## src/rtl/serial_adder.sv

```systemverilog
// serial_adder: bit-serial A + B + Cin using one full-adder cell.
// One bit pair per clock, LSB first; result registered on completion.
module serial_adder #(
    parameter int WIDTH = 8
) (
    input  logic             clk,
    input  logic             rst_n,
    input  logic             start,
    input  logic [WIDTH-1:0] A,
    input  logic [WIDTH-1:0] B,
    input  logic             Cin,
    output logic             busy,
    output logic             done,
    output logic [WIDTH-1:0] S,
    output logic             Cout
);

    localparam int CW = $clog2(WIDTH + 1);

    typedef enum logic [1:0] {
        IDLE = 2'd0,
        ADD  = 2'd1,
        DONE = 2'd2
    } state_t;

    state_t           state;
    state_t           state_nx;

    logic [WIDTH-1:0] a_sr;
    logic [WIDTH-1:0] b_sr;
    logic [WIDTH-1:0] sum_sr;
    logic [WIDTH-1:0] sum_nx;
    logic             carry;
    logic [CW-1:0]    cnt;

    logic             fa_a;
    logic             fa_b;
    logic             fa_s;
    logic             fa_c;
    logic             last;

    // The LSB of the sum shift register is always shifted out before use.
    logic             sum_lsb_unused;

    assign sum_lsb_unused = sum_sr[0];

    // Single full-adder cell fed from the operand LSBs and registered carry.
    assign fa_a = a_sr[0];
    assign fa_b = b_sr[0];
    assign fa_s = fa_a ^ fa_b ^ carry;
    assign fa_c = (fa_a & fa_b) | (fa_a & carry) | (fa_b & carry);

    // Completion is the edge that processes bit WIDTH-1.
    assign last = (cnt == CW'(WIDTH - 1));

    // New sum bits enter at the MSB so bit 0 lands at S[0] after WIDTH shifts.
    generate
        if (WIDTH == 1) begin : g_sum_w1
            assign sum_nx = fa_s;
        end else begin : g_sum_wn
            assign sum_nx = {fa_s, sum_sr[WIDTH-1:1]};
        end
    endgenerate

    // Moore outputs decoded straight from the state register.
    assign busy = (state == ADD);
    assign done = (state == DONE);

    // State register.
    always_ff @(posedge clk or negedge rst_n) begin
        if (!rst_n) begin
            state <= IDLE;
        end else begin
            state <= state_nx;
        end
    end

    // Next-state logic; start is only looked at while idle.
    always_comb begin
        state_nx = state;
        unique case (state)
            IDLE: begin
                if (start) begin
                    state_nx = ADD;
                end
            end
            ADD: begin
                if (last) begin
                    state_nx = DONE;
                end
            end
            DONE: begin
                state_nx = IDLE;
            end
            default: begin
                state_nx = IDLE;
            end
        endcase
    end

    // Operand capture, per-bit shifting and the held result registers.
    always_ff @(posedge clk or negedge rst_n) begin
        if (!rst_n) begin
            a_sr   <= '0;
            b_sr   <= '0;
            sum_sr <= '0;
            carry  <= 1'b0;
            cnt    <= '0;
            S      <= '0;
            Cout   <= 1'b0;
        end else begin
            unique case (state)
                IDLE: begin
                    if (start) begin
                        a_sr  <= A;
                        b_sr  <= B;
                        carry <= Cin;
                        cnt   <= '0;
                    end
                end
                ADD: begin
                    carry  <= fa_c;
                    sum_sr <= sum_nx;
                    a_sr   <= a_sr >> 1;
                    b_sr   <= b_sr >> 1;
                    cnt    <= cnt + CW'(1);
                    if (last) begin
                        S    <= sum_nx;
                        Cout <= fa_c;
                    end
                end
                default: begin
                end
            endcase
        end
    end

endmodule

```

## config.mk

```make
export PLATFORM = sky130hd
export DESIGN_NAME = serial_adder
export DESIGN_NICKNAME = d
export VERILOG_FILES = /design/src/rtl/serial_adder.sv
export SDC_FILE = /design/constraint.sdc
export NUM_CORES = 1
export LEC_CHECK = 0
export ABC_AREA = 1
export BUFFER_PORTS_ARGS = -buffer_cell sky130_fd_sc_hd__buf_4
export CORE_MARGIN = 3
export CORE_UTILIZATION = 25
export DETAILED_ROUTE_END_ITERATION = 8
export PLACE_DENSITY_LB_ADDON = 0.15
export SLEW_MARGIN = 20
export SYNTH_ARGS = -nofsm -noshare
export SYNTH_HDL_FRONTEND = slang
export SYNTH_SLANG_ARGS = --single-unit
```

## constraint.sdc

```tcl
create_clock -name clk -period 1.22 [get_ports clk]
set_input_delay 0.244 -clock clk [delete_from_list [all_inputs] [get_ports clk]]
set_output_delay 0.244 -clock clk [all_outputs]
set_load 0.02 [all_outputs]
```

# Word-level counts from Yosys, hierarchy flattened
# Cells that the tools add are included.
word_totals:
  regBits: 40
  in_bits: 20
  out_inout_bits: 11
op_classes:
  n_addsub: 1
  n_eq_ne: 5
  mux: 11
  bitwise_logic: 7
  n_reduce_logical: 5
op_table:
  columns: ["op", "n"]
  rows:
  - ["8-bit case mux with 2 select lines", 2]
  - ["8-bit two-way mux", 2]
  - ["4-bit case mux with 2 select lines", 1]
  - ["2-bit AND reduction", 3]
  - ["4-bit by 1-bit adder with 4-bit output (second input constant)", 1]
  - ["4-bit by 3-bit == test with 1-bit output (second input constant)", 1]
  - ["2-bit two-way mux", 2]
  - ["4-bit two-way mux", 1]
  - ["2-bit case mux with 2 select lines", 1]
  - ["1-bit AND", 3]
  - ["2-bit by 1-bit == test with 1-bit output (second input constant)", 1]
  - ["2-bit == test (second input constant)", 1]
  - ["2-bit zero test", 1]
  - ["2-bit by 1-bit != test with 1-bit output (second input constant)", 1]
  - ["2-bit != test (second input constant)", 1]
  - ["1-bit OR", 2]
  - ["1-bit case mux with 2 select lines", 1]
  - ["2-bit nonzero test", 1]
  - ["1-bit bitwise XOR", 2]
  - ["1-bit two-way mux", 1]

# Logic depth before layout (Yosys ltp)
depth:
  depth_word: 4
  depth_mapped: 6
  mapped_depth_nobuf: 6

# Worst setup path before layout
# Ideal clock, no wire load.
synth_timing:
  path_kind: "flip-flop to flip-flop"
  startpoint: "register a_sr[0]"
  endpoint: "register sum_sr[7]"
  arrival_time_ps: 989
  required_time_ps: 1094
  path_slack_ps: 105
  stages_incl_launch_ff: 4
  period_less_slack_ps: 1115
  path_cell_list: "dfrtp_1 fa_1 nand2_1 o21ai_0"
synth_between:
  elab_chain_cells: 2
synth_lines:
  columns: ["element", "line", "rtl"]
  rows:
  - ["start: declaration", "29", "logic [WIDTH-1:0] a_sr;"]
  - ["start signal: assignment", "124", "a_sr <= a_sr >> 1;"]
  - ["1-bit bitwise XOR (2 in a row)", "50", "assign fa_s = fa_a ^ fa_b ^ carry;"]
  - ["via fa_s", "38", "logic fa_s;"]
  - ["end signal: assignment", "123", "sum_sr <= sum_nx;"]
  - ["end: declaration", "31", "logic [WIDTH-1:0] sum_sr;"]
# The timed path passes the listed nets, and every way through them passes these cells.
# A chain may end at the register's enable or synchronous reset.

# Worst setup path in the final report
layout_timing:
  startpoint: "register state[0]"
  endpoint: "output port done"
layout_between:
  elab_chain_cells: 1
layout_lines:
  columns: ["element", "line", "rtl"]
  rows:
  - ["start: declaration", "26", "state_t state;"]
  - ["start signal: assignment", "74", "state <= state_nx;"]
  - ["2-bit == test", "67", "assign done = (state == DONE);"]
  - ["end: declaration", "13", "output logic done,"]
# No other way between the ends.

==> results.md <==
Worst setup path:
- STA classifies the critical path startpoint as a flop.
- The cell occurring most often along the worst timing path is sky130_fd_sc_hd__buf_6.
- The critical path in this run is classified as reg2out.
- The start of the worst register-to-register path is b_sr[0]$_DFFE_PN0P_.
- Broken down by cell family, the worst path's largest delay share belongs to flip-flops.
- The worst setup path is captured at an output pin.
- The critical path goes through buf_6 > nor2_4 > buf_6.
- The critical path starts at state[0]$_DFFE_PN0P_.
- The critical path depth is 3.
- The slowest stage of the critical path is the sky130_fd_sc_hd__dfrtp_1 cell.
- The endpoint of the lowest-slack register-to-register path is sum_sr[7]$_DFFE_PN0P_.
- Counting cells, the worst reg-to-reg path comes to 3.
- In this run the worst setup path terminates at done.
- The critical path data required time is 0.98 ns.
- The arrival time at the worst endpoint is 1.03 ns.
- The maximum net fanout on the critical path is 2.
- The total buffers and inverters traversed by the critical path is 2.
- The flop-to-flop setup slack is 0.03 ns.
- The delay of the slowest cell on the worst path is 0.42 ns.

Floorplanning:
- The horizontal extent of the die is 87.86 um.
- The floorplan die area is 7719 um^2.
- Measured along the y axis, the die boundary spans 87.86 um.
- Once the floorplan was initialized, standard cells occupied 26.09% of the core.
- The number of I/O pins is 31.
- The standard-cell row count is 29.
- After floorplanning, the core was sized to cover 6422 um^2.

Clocking:
- The total number of clock tree sinks is 39.
- In this run the number of H-tree levels came out at 2.
- The CTS root buffer is sky130_fd_sc_hd__clkbuf_8.
- The clock-pin slew reported for the worst setup and hold paths after clock tree synthesis is 0.08 ns.
- The clock tree from TritonCTS is built.
- The later-pin clock latency in the skew report is 0.29 ns.
- TritonCTS created 5 clock buffers.
- The buffer levels on the longest clock path is 2.

Yosys:
- For this run, the leading register cell type out of synthesis is sky130_fd_sc_hd__dfrtp_1.
- Yosys mapped a number of flops with a built-in enable equal to 0.
- The flip-flop and latch count after synthesis is 39.
- By area the synthesized netlist is led by sky130_fd_sc_hd__dfrtp_1, sky130_fd_sc_hd__nand2_1, sky130_fd_sc_hd__nand3_1, sky130_fd_sc_hd__o21ai_0, sky130_fd_sc_hd__buf_2.
- By count the netlist is led by sky130_fd_sc_hd__nand2_1, sky130_fd_sc_hd__dfrtp_1, sky130_fd_sc_hd__nand3_1.
- Yosys printed 0 warnings.
- The most frequent cell after synthesis is sky130_fd_sc_hd__nand2_1.
- The share of synthesized area in the top cell type comes to 58.25%.
- Synthesis produced 188 cells.
- Summing the sequential cell areas from Yosys gives 58.25% of the chip area.
- The synthesized netlist occupies a cell area of 1675 um^2.
- The synthesized area per cell is 8.911 um^2.
- The synthesized design spends more area on one cell type than any other, namely sky130_fd_sc_hd__dfrtp_1.
- When the netlist entered floorplanning its net count stood at 210.
- Synthesis instantiated 17 different standard cells from the library.
- The share of async-settable or async-resettable flops after synthesis is 100.0%.

Layout:
- The final layout contains 257 nets.
- Fill cells in the final layout number 680.
- The repair_antennas step left the layout with diodes totalling 0.
- After routing the design area is 2285 um^2.
- At the end of the flow the core is filled with cells to 35.57%.
- The fraction of final layout cells sized beyond drive strength 1 is 29.24%.
- Compared with the post-synthesis result, the final layout area differs by 36.37%.
- The count of placed standard cells in the final layout, fillers left out is 313.

STA:
- After layout, the minimum clock period comes to 1.279 ns.
- The clock arrives with 0.004716 ns of skew.
- Setup repair after global routing could not meet its margin everywhere.
- The count of final max-slew check failures is 0.
- The remaining max-slew budget at the tightest pin is 66.36%.
- The final number of hold-violating endpoints was 0.
- Setup violations remaining at the end of the flow were counted as 2.
- After layout, the worst path uses 104.8% of the clock period.
- After layout, the worst setup slack is -0.05888 ns.
- At the pin with the least slew margin, the transition time is 0.5046 ns.
- For this run, the top clock speed supported by timing is 781.9 MHz.

Power:
- For this design the ratio of total power to cell area is 2502 nW/um^2.
- The maximum vdd ir drop is 0.7294 mV.
- The static leakage power is 1.137 nW.

Routing:
- The iteration count of the initial detailed-routing pass is 4.
- In this run the remaining antenna-violating nets after routing total 0.
- The mean routed wirelength per cell is 12.43 um.
- For this block, wires on met1 add up to 1.931 mm.
- Wires add up to 3.890 mm.
- The wire length on met3 is 136 um.
- The per-cell via count in the routed design is 4.450.
- The routed design uses 1.761 mm of met2 wire.
- After detailed routing, the number of remaining DRC violations is 0.
- For this block, the via count after detailed routing is 1393.
- The highest routing layer actually used is met4.
- The detailed router's first-iteration violation count is 65.

Global routing:
- The first global-routing pass estimated 6.465 mm of wire.
- Entering global routing, the biggest net connects 40 pins.
- For this run, the total global-route usage over all layers was measured as 10.87%.
- After global routing the overflow that remains totals 0.
- The initial antenna violation count is 0.
- The via count of the first global-routing pass is 1314.

Placed design:
- The setup slack at placement is 0.01805 ns.
- The total of buffers placed on input and output ports is 30.
- The congestion estimate from routability-driven global placement came to 0.7476.
- The HPWL reported at the end of detailed placement is 2.533 mm.
- After detailed placement, the total cell area comes to 2049 um^2.
- The number of cells after detailed placement is 298.

Status:
- The run finished, with violations left.
- The checks that failed: setup timing.

Worst hold path:
- The worst hold path was traced through 3 stages.
- The path class of the tightest hold or removal check is in2reg.

Run:
- The tool flagged a number of max-cap violations equal to 0.
[routing by layer]
layer	track usage (%)	up-vias
li1	-	700
met1	15.29	665
met2	16.44	23
met3	2.540	5
met4	3.626	0
met5	0	-
[through the flow]
stage               power (W)  hold slack, ns  setup TNS, ns
finish               0.005717          0.1413       -0.09473
detailed placement   0.004376          0.2577              0
CTS                  0.005637          0.1381        -0.1294
global placement     0.004354          0.2631              0
floorplan            0.003506        -0.05159              0
global route         0.006184          0.1540        -0.2081
[kinds of logic after synthesis]
family / after synthesis / share of synthesized area (%)
flops: 39 / 58.25
compound gates: 9 / 2.838
fa+ha+maj: 2 / 1.942
simple gates: 124 / 32.19
buf+inv: 14 / 4.779
[state kept, by name, indices dropped and copies added, names as in the netlist]
register  cells
Cout          1
b_sr          8
cnt           4
a_sr          8
sum_sr        7
state         2
S             8
carry         1
[placed cells by master, fill, tap and decap left out, types with 2 or more instances in the layout]
master                     instances
sky130_fd_sc_hd__nand2_4           2
sky130_fd_sc_hd__buf_4            37
sky130_fd_sc_hd__nand2_1          73
sky130_fd_sc_hd__buf_12            2
sky130_fd_sc_hd__o21ai_1           2
sky130_fd_sc_hd__dfrtp_1          39
sky130_fd_sc_hd__nand2_2           5
sky130_fd_sc_hd__nand3_1          39
sky130_fd_sc_hd__o21ai_0           6
sky130_fd_sc_hd__clkbuf_8          6
sky130_fd_sc_hd__buf_6             7
sky130_fd_sc_hd__inv_1             4
sky130_fd_sc_hd__nor2_4            4
[how the worst min path moves through the flow]
stage               start               endpoint  slack (ns)
finish               A[7]    a_sr[7]$_DFFE_PN0P_        0.14
global route         B[7]    b_sr[7]$_DFFE_PN0P_        0.15
CTS                  A[7]    a_sr[7]$_DFFE_PN0P_        0.14
detailed placement  rst_n  sum_sr[1]$_DFFE_PN0P_        0.26
global placement    rst_n    a_sr[6]$_DFFE_PN0P_        0.26
floorplan           rst_n       Cout$_DFFE_PN0P_       -0.05
[power breakdown]
part	internal, W	switching, W
clock	0.000662	0.000468
sequential	0.00185	0.000334
combinational	0.00109	0.00131
[worst register-to-register path, cell delays in order (launching register included)]
cell and delay, ns:
sky130_fd_sc_hd__dfrtp_1 0.41, sky130_fd_sc_hd__fa_2 0.60, sky130_fd_sc_hd__nand2_1 0.05, sky130_fd_sc_hd__o21ai_1 0.06
[final cells by class]
class / instances / area (um^2) / area share (%)
Inverter: 6 / 25.02 / 1.095
Tap cell: 77 / 96.34 / 4.217
Timing Repair Buffer: 47 / 406.6 / 17.80
Clock inverter: 2 / 35.03 / 1.533
Clock buffer: 6 / 82.58 / 3.614
Sequential cell: 39 / 975.9 / 42.72
Multi-Input combinational cell: 136 / 663.1 / 29.03
[timing repair]
action / 4_1_cts / 5_1_grt
setup buffers: 3 / 2
hold endpoints to repair: 39 / 0
endpoints found under the setup margin: 2 / 24
cloned: 0 / 1
resized for setup: 7 / 14
pin swaps: 2 / 4
hold buffers: 1 / 0
No activity file was read; power rests on OpenSTA's default activity.
